## config.mk

```make
export PLATFORM = sky130hd
export DESIGN_NAME = scudsp_dma_ctrl
export DESIGN_NICKNAME = d
export VERILOG_FILES = /design/src/rtl/scudsp_dma_ctrl_pkg.sv /design/src/rtl/scudsp_dma_ctrl.sv
export SDC_FILE = /design/constraint.sdc
export NUM_CORES = 1
export LEC_CHECK = 0
export CORE_ASPECT_RATIO = 1.75
export CORE_MARGIN = 5
export CORE_UTILIZATION = 51
export CTS_CLUSTER_DIAMETER = 150
export DETAILED_ROUTE_END_ITERATION = 10
export PLACE_DENSITY = 0.88
export SYNTH_ARGS = -nofsm -noshare
export SYNTH_HDL_FRONTEND = slang
export SYNTH_SLANG_ARGS = --single-unit
```

## constraint.sdc

```tcl
create_clock -name clk -period 17.8 [get_ports clk]
set_clock_uncertainty 0.15 [all_clocks]
set_input_delay 2.67 -clock clk [delete_from_list [all_inputs] [get_ports clk]]
set_output_delay 2.67 -clock clk [all_outputs]
set_load 0.01 [all_outputs]
```

## src/rtl/scudsp_dma_ctrl_pkg.sv

```systemverilog
// Shared SCU DSP definitions: DMA instruction fields, sequencer states and the
// count/increment decode rules used by both the decoder and the DMA sequencer.
package scudsp_dma_ctrl_pkg;

  localparam int INC_W = 6;

  typedef enum logic [2:0] {
    ST_IDLE,
    ST_CNT,
    ST_RD,
    ST_BUS,
    ST_FIN
  } dma_state_e;

  typedef struct packed {
    logic       dir;
    logic [3:0] ramw;
    logic       prgw;
    logic [1:0] rams;
    logic [2:0] addi;
    logic       cntm;
    logic [1:0] cnts;
    logic       hold;
    logic [7:0] imm8;
  } dma_instr_t;

  // Reads from RAM only support a unit step; writes into RAM use a power-of-two table.
  function automatic logic [INC_W-1:0] dma_inc(input logic dir, input logic [2:0] addi);
    if (dir) begin
      return (addi == 3'd1) ? 6'd1 : 6'd0;
    end
    if (addi < 3'd2) begin
      return 6'd0;
    end
    return 6'd1 << (addi - 3'd2);
  endfunction

  function automatic logic [8:0] dma_count(input logic [7:0] raw);
    return (raw == 8'd0) ? 9'd256 : {1'b0, raw};
  endfunction

endpackage

```

## src/rtl/scudsp_dma_ctrl.sv

```systemverilog
// SCU DSP DMA sequencer: moves 32-bit words between the D0 bus and DSP data or
// program RAM for one decoded DMA instruction, then writes back RA0/WA0.
module scudsp_dma_ctrl
  import scudsp_dma_ctrl_pkg::*;
#(
  parameter int ADDR_W = 25
) (
  input  logic              clk,
  input  logic              rst,
  input  logic              start,
  input  logic              dir,
  input  logic [3:0]        ramw,
  input  logic              prgw,
  input  logic [1:0]        rams,
  input  logic [2:0]        addi,
  input  logic              cntm,
  input  logic [1:0]        cnts,
  input  logic              hold,
  input  logic [7:0]        imm8,
  input  logic [ADDR_W-1:0] ra0,
  input  logic [ADDR_W-1:0] wa0,
  input  logic [31:0]       ram_rdata,
  output logic              ram_rd,
  output logic [1:0]        ram_sel,
  output logic [3:0]        ram_we,
  output logic              prg_we,
  output logic [31:0]       ram_wdata,
  output logic [3:0]        ct_inc,
  output logic              bus_req,
  output logic              bus_we,
  output logic [ADDR_W-1:0] bus_addr,
  output logic [31:0]       bus_wdata,
  input  logic [31:0]       bus_rdata,
  input  logic              bus_ack,
  output logic              busy,
  output logic              ra0_we,
  output logic              wa0_we,
  output logic [ADDR_W-1:0] addr_out
);

  dma_instr_t  ins;
  dma_state_e  state, state_d;

  logic              dir_q, prgw_q, hold_q, wait_q;
  logic [3:0]        ramw_q;
  logic [1:0]        rams_q;
  logic [INC_W-1:0]  inc_q;
  logic [ADDR_W-1:0] addr_q, addr_next, launch_addr;
  logic [8:0]        count_q;
  logic              accept, launch, ack_ok, launch_dir;
  logic [1:0]        launch_rams;

  assign ins = '{dir: dir, ramw: ramw, prgw: prgw, rams: rams, addi: addi,
                 cntm: cntm, cnts: cnts, hold: hold, imm8: imm8};

  assign addr_next = addr_q + ADDR_W'(inc_q);

  // A beat can start straight from a START (fields not latched yet) or from an ACK.
  assign launch_dir  = accept ? ins.dir  : dir_q;
  assign launch_rams = accept ? ins.rams : rams_q;
  assign launch_addr = accept ? (ins.dir ? wa0 : ra0) : (ack_ok ? addr_next : addr_q);

  always_ff @(posedge clk or posedge rst) begin
    if (rst) state <= ST_IDLE;
    else     state <= state_d;
  end

  always_comb begin
    // NOTE: every output of this block gets a default first so no latch is inferred.
    state_d = state;
    accept  = 1'b0;
    launch  = 1'b0;
    ack_ok  = 1'b0;
    case (state)
      ST_IDLE: begin
        if (start) begin
          accept = 1'b1;
          if (ins.cntm) begin
            state_d = ST_CNT;
          end else begin
            launch  = 1'b1;
            state_d = ins.dir ? ST_RD : ST_BUS;
          end
        end
      end
      ST_CNT: begin
        if (wait_q) begin
          launch  = 1'b1;
          state_d = dir_q ? ST_RD : ST_BUS;
        end
      end
      ST_RD: begin
        if (wait_q) state_d = ST_BUS;
      end
      ST_BUS: begin
        if (bus_req && bus_ack) begin
          ack_ok = 1'b1;
          if (count_q == 9'd1) begin
            state_d = ST_FIN;
          end else begin
            launch  = 1'b1;
            state_d = dir_q ? ST_RD : ST_BUS;
          end
        end
      end
      ST_FIN:  state_d = ST_IDLE;
      default: state_d = ST_IDLE;
    endcase
  end

  // NOTE: sequential state uses non-blocking assignments only; later branches
  // deliberately override earlier ones within the same cycle.
  always_ff @(posedge clk or posedge rst) begin
    if (rst) begin
      dir_q     <= 1'b0;
      prgw_q    <= 1'b0;
      hold_q    <= 1'b0;
      wait_q    <= 1'b0;
      ramw_q    <= '0;
      rams_q    <= '0;
      inc_q     <= '0;
      addr_q    <= '0;
      count_q   <= '0;
      ram_rd    <= 1'b0;
      ram_sel   <= '0;
      ram_we    <= '0;
      prg_we    <= 1'b0;
      ram_wdata <= '0;
      ct_inc    <= '0;
      bus_req   <= 1'b0;
      bus_we    <= 1'b0;
      bus_addr  <= '0;
      bus_wdata <= '0;
      busy      <= 1'b0;
      ra0_we    <= 1'b0;
      wa0_we    <= 1'b0;
      addr_out  <= '0;
    end else begin
      ram_rd <= 1'b0;
      ram_we <= '0;
      prg_we <= 1'b0;
      ct_inc <= '0;
      ra0_we <= 1'b0;
      wa0_we <= 1'b0;

      if (accept) begin
        dir_q   <= ins.dir;
        ramw_q  <= ins.ramw;
        prgw_q  <= ins.prgw;
        rams_q  <= ins.rams;
        hold_q  <= ins.hold;
        inc_q   <= dma_inc(ins.dir, ins.addi);
        addr_q  <= launch_addr;
        count_q <= dma_count(ins.imm8);
        busy    <= 1'b1;
        if (ins.cntm) begin
          ram_rd  <= 1'b1;
          ram_sel <= ins.cnts;
          wait_q  <= 1'b0;
        end
      end

      // Count fetch and RAM read take two cycles: strobe, then capture the data.
      if (state == ST_CNT) begin
        if (wait_q) count_q <= dma_count(ram_rdata[7:0]);
        wait_q <= ~wait_q;
      end

      if (state == ST_RD) begin
        if (wait_q) begin
          bus_req   <= 1'b1;
          bus_we    <= 1'b1;
          bus_addr  <= addr_q;
          bus_wdata <= ram_rdata;
        end
        wait_q <= ~wait_q;
      end

      if (ack_ok) begin
        bus_req <= 1'b0;
        addr_q  <= addr_next;
        count_q <= count_q - 9'd1;
        if (!dir_q) begin
          ram_wdata <= bus_rdata;
          ram_we    <= prgw_q ? 4'b0000 : ramw_q;
          prg_we    <= prgw_q;
          ct_inc    <= prgw_q ? 4'b0000 : ramw_q;
        end
        if (count_q == 9'd1 && !hold_q) begin
          ra0_we   <= ~dir_q;
          wa0_we   <= dir_q;
          addr_out <= addr_next;
        end
      end

      if (launch) begin
        if (launch_dir) begin
          ram_rd  <= 1'b1;
          ram_sel <= launch_rams;
          ct_inc  <= 4'b0001 << launch_rams;
          wait_q  <= 1'b0;
        end else begin
          bus_req  <= 1'b1;
          bus_we   <= 1'b0;
          bus_addr <= launch_addr;
        end
      end

      if (state == ST_FIN) busy <= 1'b0;
    end
  end

endmodule

```

==> summary.md <==
| Metric | Value |
|---|---|
| Dominant synthesized flop cell | dfrtp_1 |
| Vias in the first global route | between 7k and 8k |
| Worst-case clock buffer depth | 2 |
| Pleak | ~5.3 nW |
| First-pass GRT wire length | a little under 40000 µm |
| Complex-gate fraction of the synthesized area | 11.5% |
| Top cells by area, synth | dfrtp_1 52%, mux2_2 9.5%, mux2i_1 5.7%, nand2_1 3.5%, a21oi_1 3.1% |
| Core area | around 17000 µm² |
| Final setup fails | 0 |
| Io pins | between 200 and 300 |
| Post-CTS setup buffer count | 0 |
| Vias per inst | between 5 and 6 |
| Average cell area after synthesis | 10.8 µm² |
| Arr. time, crit path | ~5.5 ns |
| DRT iter0 DRCs | about 340 |
| Hold buffer count at CTS | 0 |
| Share of layout cells above drive strength 1 | between 10% and 20% |
| Data required time of the critical path | 17.99 ns |
| Sw Share | between 30% and 40% |
| Die area | between 20000 and 25000 µm² |
| Syn_nets | about 960 |
| Largest family of logic cells by synthesized area | multiplexers |
| Die Y | 184 µm |
| Pre-Repair DR Iteration Count | 5 |
| Detailed-route DRC error count | 0 |
| Tot GR Track Use | 25.2% |
| Fin worst setup slack | between 10 and 15 ns |
| HPWL after DPL | between 15000 and 20000 µm |
| Worst-path clk slew | 0.08 ns |
| Logic pwr share | around 44% |
| Status | finished, final reports clean |
| Pwr dens | 162 nW/µm² |
| Simple-Gate Fraction of Synth Area | 13.0% |
| GPL Wtd Cong | 0.874 |
| Peak Freq | around 190 MHz |
| DRT Wirelength | roughly 25000 µm |
| Port Buf Inserts | about 270 |
| Max VDD drop | 88.4 µV |
| Adder-cell area share of the yosys netlist | between 1.5 and 2% |
| Number of hold violations in the final report | 0 |
| Min Clock Period, post-route | ~5.3 ns |
| ANT nets after route | 0 |
| Net Switching | 0.728 mW |
| RSZ-0062 raised after global routing | false |
| Post-synth top area share | between 50% and 60% |
| Overflow left after global routing | 0 |
| Antenna violations before repair | 0 |
| N_diodes | 0 |
| Post-Syn Instances | around 800 |
| Vias post-DR | just over 7k |
| Cell internal pwr | 1.26 mW |
| CTS tree | done |
| Clock Latency Late Sink | about 0.44 ns |
| Layout area overhead | 39.6% |
| Site row count | 63 |
| Sequential share of the synthesized area | 52.5% |
| Post-synth ARST share | 100% |
| Wire length per cell | between 15 and 20 µm |
| CTS H-tree depth | 4 |
| Setup TNS | 0 ns |
| Post-place setup slack | around 12 ns |
| Layout net count | roughly 1.2k |
| Clock share of power | approximately a fifth |
| Ys Warns | 0 |
| Flop pwr share | 36.6% |
| Root buf cell | clkbuf_16 |
| Mux cell area share after synthesis | 15.4% |
| Num CTS Buffers | 17 |
| Max-slew violation total from the final report | 0 |
| Number of enable flip-flop cells after synthesis | 0 |
| Final period util | between 20% and 30% |
| CTS resizes | 0 |
| Top-count cell post-synth | dfrtp_1 |
| DIE WIDTH | 109 µm |
| CTS Sinks | between 150 and 200 |
| Starting Density | between 50% and 60% |
| Max-Cap Viols | 0 |
| CP startpoint kind | input pin |
| Slew @ Worst Pin | about 1.0 ns |
| Critical setup path kind | input pin to flip-flop |
| Xor/xnor cell area share of the yosys netlist | around 3% |
| Crit-path max FO | 57 |
| Largest net degree at the start of global routing | ~110 |
| Post-synthesis sequential element count | approximately 180 |
| Worst hold path type | flip-flop to flip-flop |
| Unique masters post-synth | a little under 60 |
| Cell taking the most area after synthesis | dfrtp_1 |
| Top post-synthesis cells by count | 184 x dfrtp_1, 83 x nand2_1, 74 x mux2_2, 64 x nor2_1, 55 x a21oi_1 |
| Worst rel slew slack | between 30% and 40% |
| Cell area after synthesis | between 8000 and 9000 µm² |
| CP Capture Type | flip-flop |
routing by layer:
| layer | vias up | wire (µm) | global-route usage [%] |
|---|---|---|---|
| met2 | 265 | 13300 | 44.7 |
| met1 | 3542 | 8780 | 28.1 |
| met5 | - | 0 | 0 |
| li1 | 3385 | - | - |
| met3 | 61 | 1650 | 5.31 |
| met4 | 0 | 1010 | 12.8 |
logic make-up after synthesis:
logic type | Yosys count
AO/OA/AOI/OAI | 157
XOR/XNOR | 30
adder cells (fa/ha/maj) | 10
buffers and inverters | 66
flip-flops | 184
multiplexers | 125
AND/OR/NAND/NOR | 241
registers in the layout, indices dropped and copies added (netlist names), 2 cells and up:
name / flops
addr_out: 25
addr_q: 25
bus_addr: 25
bus_wdata: 32
count_q: 9
ct_inc: 4
inc_q: 6
ram_sel: 2
ram_wdata: 32
ram_we: 4
rams_q: 2
ramw_q: 4
state: 3
through the flow:
| stage | hold slack (ns) | total power, mW | cells | instance area, µm² | utilization (%) |
|---|---|---|---|---|---|
| final | 0.320 | 1.99 | 1302 | 12300 | 72.3 |
| after global routing | 0.365 | 2.12 | 1302 | 12300 | 72.3 |
| after CTS | 0.325 | 2.00 | 1302 | 12300 | 72.3 |
| after detailed placement | 0.307 | 1.61 | 1270 | 11700 | 68.8 |
| after global placement | 0.299 | 1.58 | 1270 | 11700 | 68.8 |
| after floorplan | 0.287 | 1.20 | 813 | 8780 | - |
cell type report:
type                       instances  area (µm²)
clock buffer                      17         425
tap                              227         284
multi-input combinational        563        3930
fill                            1206        4690
clock inverter                    15         166
sequential                       184        4600
timing repair buffer             281        2780
inverter                          15        63.8
worst max-delay path, cell delays in order:
cell	delay [ns]
clkdlybuf4s50_1	0.55
or4b_4	0.78
mux2i_2	0.34
inv_2	0.07
a21o_1	0.15
buf_4	0.27
nor2b_4	0.21
a22o_1	0.21
a21o_1	0.15
layout by cell type (no fill, tap or decap), types with 9 or more instances in the layout:
master,instances
a211oi_1,9
a21oi_1,55
a221o_1,12
and2_1,13
buf_4,10
clkbuf_16,17
clkdlybuf4s50_1,270
dfrtp_1,184
ha_1,9
inv_1,13
mux2_2,74
mux2i_1,50
nand2_1,83
nand3_1,19
nand4_1,12
nor2_1,61
nor3_1,10
nor4_1,12
o21a_1,12
o21ai_0,28
xnor2_1,20
xor2_1,10
worst paths after layout:
kind / start / endpoint / slack (ns) / cells past startpoint
max reg2reg: state[1] / bus_addr[11] / 14.66 / 8
max: start / bus_addr[11] / 12.52 / 9
min: ramw_q[3] / ramw_q[3] / 0.32 / 2
min reg2reg: ramw_q[3] / ramw_q[3] / 0.32 / 2
max in group asynchronous: rst / addr_q[9] / 13.37 / 3
min in group asynchronous: rst / ram_wdata[18] / 2.60 / 2
power by group through the flow:
| stage | Clock, mW | Sequential (mW) | Combinational, mW |
|---|---|---|---|
| final | 0.380 | 0.728 | 0.879 |
| after global routing | 0.406 | 0.753 | 0.957 |
| after CTS | 0.386 | 0.727 | 0.887 |
| after detailed placement | 0 | 0.734 | 0.880 |
| after global placement | 0 | 0.724 | 0.854 |
| after floorplan | 0 | 0.752 | 0.450 |
(Power assumes the default switching activity.)
